File: src/rtl/ring_counter_pkg.sv
// Shared constants and helpers for the one-hot ring counter.
// The same helpers are used by the RTL and by the one-hot checker.
package ring_counter_pkg;

  localparam int RING_DEFAULT_WIDTH = 4;
  localparam int RING_MAX_WIDTH     = 32;

  // Default reset pattern: only bit 0 set.
  function automatic logic [31:0] onehot_init(input int width);
    return (width > 0) ? 32'd1 : 32'd0;
  endfunction

  // A vector is one-hot when it is non-zero and has no second bit set.
  function automatic logic is_onehot(input logic [31:0] v);
    return (v != 32'd0) && ((v & (v - 32'd1)) == 32'd0);
  endfunction

endpackage

File: src/rtl/ring_onehot_check.sv
// Combinational lockout detector for the ring state.
// Flags zero-hot or multi-hot patterns so the ring reloads INIT.
module ring_onehot_check
  import ring_counter_pkg::*;
#(
  parameter int WIDTH = RING_DEFAULT_WIDTH
) (
  input  logic [WIDTH-1:0] vec,
  output logic             recover
);

  // Recovery select: high for any pattern that is not exactly one-hot.
  always_comb begin
    recover = !is_onehot(32'(vec));
  end

endmodule

File: src/rtl/ring_counter_4bit.sv
// Free-running one-hot ring counter (rotating phase strobe).
// Illegal states self-heal to INIT on the next clock edge.
module ring_counter_4bit
  import ring_counter_pkg::*;
#(
  parameter int               WIDTH       = RING_DEFAULT_WIDTH,
  parameter logic [WIDTH-1:0] INIT        = WIDTH'(onehot_init(WIDTH)),
  parameter bit               ROTATE_LEFT = 1'b1
) (
  input  logic             clk,
  input  logic             reset,
  output logic [WIDTH-1:0] count
);

  if (WIDTH < 2) begin : g_bad_width_lo
    $fatal(1, "ring_counter_4bit: WIDTH must be at least 2");
  end

  if (WIDTH > RING_MAX_WIDTH) begin : g_bad_width_hi
    $fatal(1, "ring_counter_4bit: WIDTH must be at most 32");
  end

  if (!is_onehot(32'(INIT))) begin : g_bad_init
    $fatal(1, "ring_counter_4bit: INIT must be one-hot");
  end

  logic [WIDTH-1:0] count_q;
  logic [WIDTH-1:0] rot;
  logic             recover;

  ring_onehot_check #(
    .WIDTH (WIDTH)
  ) u_chk (
    .vec     (count_q),
    .recover (recover)
  );

  // Rotation direction is fixed at elaboration time.
  if (ROTATE_LEFT) begin : g_rot_left
    always_comb begin
      rot = {count_q[WIDTH-2:0], count_q[WIDTH-1]};
    end
  end else begin : g_rot_right
    always_comb begin
      rot = {count_q[0], count_q[WIDTH-1:1]};
    end
  end

  // Ring state: async load on reset, reload on lockout, else rotate.
  always_ff @(posedge clk or negedge reset) begin
    if (!reset) begin
      count_q <= INIT;
    end else if (recover) begin
      count_q <= INIT;
    end else begin
      count_q <= rot;
    end
  end

  assign count = count_q;

endmodule

File: config.mk
export PLATFORM = sky130hd
export DESIGN_NAME = ring_counter_4bit
export DESIGN_NICKNAME = d
export VERILOG_FILES = /design/src/rtl/ring_counter_pkg.sv /design/src/rtl/ring_onehot_check.sv /design/src/rtl/ring_counter_4bit.sv
export SDC_FILE = /design/constraint.sdc
export NUM_CORES = 1
export LEC_CHECK = 0
export CAP_MARGIN = 20
export CORE_AREA = 2 2 39 41
export DETAILED_ROUTE_END_ITERATION = 10
export DIE_AREA = 0 0 41 43
export MAX_ROUTING_LAYER = met4
export PLACE_DENSITY = 0.3
export SYNTH_ARGS = -nofsm -noshare
export SYNTH_HDL_FRONTEND = slang
export SYNTH_SLANG_ARGS = --single-unit
File: constraint.sdc
create_clock -name clk -period 1.4 [get_ports clk]
set_clock_uncertainty 0.2 [all_clocks]
set_input_delay 0.14 -clock clk [delete_from_list [all_inputs] [get_ports clk]]
set_output_delay 0.14 -clock clk [all_outputs]
set_load 0.03 [all_outputs]
==> impl_metrics.csv <==
group,metric,value,unit
clock_tree,cts_sinks,4,
worst_setup_path,crit_family,"flip-flops",
route,via_count,128,
route,routedWlPerCell,8.973,um
clock_tree,clk_path_buf_depth,2,
worst_setup_path,cp.required,1.06,ns
outcome,status,"completed",
worst_setup_path,worst-path-buf-inv,1,
floorplan,dieArea,0.001763,mm^2
route,drt-pass1-iter-count,2,
final_layout,final_nets,24,
floorplan,start_util,11.03,%
sta,fin_crit,1.325,ns
grt,grt.total_usage,5.067,%
worst_setup_path,cp-start-kind,"register",
synth,synthTopCellsByCount,"dfrtp_1, nor4b_1",
power,irDropWorstVdd,530.0,uV
clock_tree,tritoncts,"done",
route,drtIter0Drc,1,
sta,worst_slew_pin_slew,0.2416,ns
clock_tree,root_buffer,"clkbuf_4",
final_layout,instances_no_fill,37,
route,antenna_left,0,
sta,max_freq,755.0,MHz
floorplan,num_rows,14,
synth,ys_ff_latch,4,
worst_setup_path,crit_type,"register to primary output",
floorplan,ios,6,
grt,grt_max_degree,7,
sta,fin_tns_setup,0,ns
sta,finalHoldViolations,0,
worst_setup_path,critPathSlowestCell,"dfstp_2",
placement,portBuffers,5,
final_layout,largest_register_ffs,4,
clock_tree,cts.clk_slew.worst_paths,0.04,ns
sta,relSlewSlack,83.67,%
floorplan,die_w,41,um
synth,async_flop_share,100.0,%
synth,ys_warn_count,0,
final_layout,postLayoutCoreUtil,17.99,%
synth,syn_area,152.6,um^2
sta,setup_viol,0,
synth,synth_edf_count,0,
worst_setup_path,worstPathMaxFanout,6,
power,powerDensity,1134,mW/mm^2
floorplan,die_h,43,um
clock_tree,htreeDepth,1,
floorplan,coreArea,0.001384,mm^2
min_path,hp-class,"register to register",
clock_tree,clk_latency,0.24,ns
worst_setup_path,worstSetupEndpointType,"primary output",
route,drc_errors,0,
route,routed_wl,332,um
worst_setup_path,cp_slowest_stage_delay,0.57,ns
synth,synthFlopType,"dfrtp_1",
sta,rsz0062_at_grt,"no",
synth,syn_avg_cell_area,13.88,um^2
synth,seq_area_frac_synth,66.39,%
final_layout,synthToLayoutAreaGrowth,63.12,%
sta,timing.final.crit_share,94.61,%
placement,gp_congestion,0.6548,
clock_tree,numCtsBuffers,3,
power,p_leak,0.1045,nW
synth,synthDistinctLibCells,7,
grt,grt_pass1_vias,109,
synth,syn_inst,11,
worst_setup_path,path_cells,"buf_4",
clock_tree,post_cts_resized,0,
grt,grt_first_pass_wirelength,483,um
placement,dpl.cell_count,32,
final_layout,diodes,0,
flow_run,max_cap_violations,0,
final_layout,design_area,249.0,um^2
synth,yosysTopAreaCell,"dfrtp_1",
grt,grt.overflow.total,0,
placement,place_area,212.7,um^2
route,vias_per_cell,3.459,
synth,synth_top_area_share,49.18,%
worst_setup_path,critical_path_arrival,0.98,ns
synth,syn_nets,13,
final_layout,nFillCells,152,
final_layout,drive_above_1_share,38.10,%
synth,synth.area.top_cells,"dfrtp_1, dfstp_2, nor4b_1",
grt,antenna_found_initial,0,
sta,drv_slew,0,
-- path summary, 6_finish.rpt --
path                       slack, ns                  to               start  cells past startpoint
setup / recovery                0.08            count[0]  count[0]$_DFF_PN1_                      1
hold / removal                  0.32  count[3]$_DFF_PN0_  count[3]$_DFF_PN0_                      1
setup reg to reg                0.30  count[0]$_DFF_PN1_  count[0]$_DFF_PN1_                      2
hold reg to reg                 0.32  count[3]$_DFF_PN0_  count[3]$_DFF_PN0_                      1
max in group asynchronous       0.29  count[0]$_DFF_PN1_               reset                      2
min in group asynchronous       0.46  count[3]$_DFF_PN0_               reset                      2
-- area by class of cell --
type / instances / area [um^2] / area share, %
flip-flops and latches: 4 / 101.3 / 40.70
repair buffers: 6 / 50.05 / 20.10
multi-input cells: 6 / 47.55 / 19.10
clock buffers: 4 / 26.28 / 10.55
well taps: 16 / 20.02 / 8.040
inverters: 1 / 3.754 / 1.508
-- timing repair --
action / 4_1_cts / 5_1_grt
endpoints found under the hold margin: 3 / 0
hold buffers: 1 / 0
setup buffers: 0 / 0
-- cells in the final DEF (no fill, tap or decap), drive strengths merged --
master,count
o211ai,1
inv,1
buf,4
dfrtp,3
xor2,1
o21ai,1
dfstp,1
clkbuf,4
dlygate4sd3,1
nor4b,3
clkdlybuf4s50,1
-- stage by stage --
step	setup slack, ns	total power [W]	hold WS, ns
after floorplan	0.2279	0.0001178	-0.3556
after global placement	0.2824	0.0001227	0.1644
after detailed placement	0.2988	0.0001227	0.1645
after CTS	0.06401	0.0002894	0.3212
after global routing	0.03188	0.0003006	0.3464
final	0.07544	0.0002822	0.3209
-- kinds of logic (layout without fill, tap and decap cells) --
logic type,after synthesis,after routing,synth area share [%]
DFF,4,4,66.40
and+or+nand+nor,3,3,17.22
AOI/OAI and AO/OA,2,2,8.195
xor gates and xnor gates,1,1,5.739
buffers and inverters,1,11,2.457
-- report_power, final --
part / leakage, nW / switching [W] / internal [W] / total [W]
Clock: 0.0150 / 0.0000516 / 0.000107 / 0.000159
Combinational: 0.0369 / 0.00000279 / 0.00000429 / 0.00000708
Sequential: 0.0527 / 0 / 0.000116 / 0.000116
-- routing by layer --
layer / up-vias / wire length [um] / track usage, %
li1: 62 / - / -
met4: 0 / 0 / 2.000
met3: 0 / 50 / 7.853
met5: - / 0 / -
met1: 58 / 184 / 6.863
met2: 8 / 97 / 3.125
Note: power is estimated with default switching activity, not from simulation.
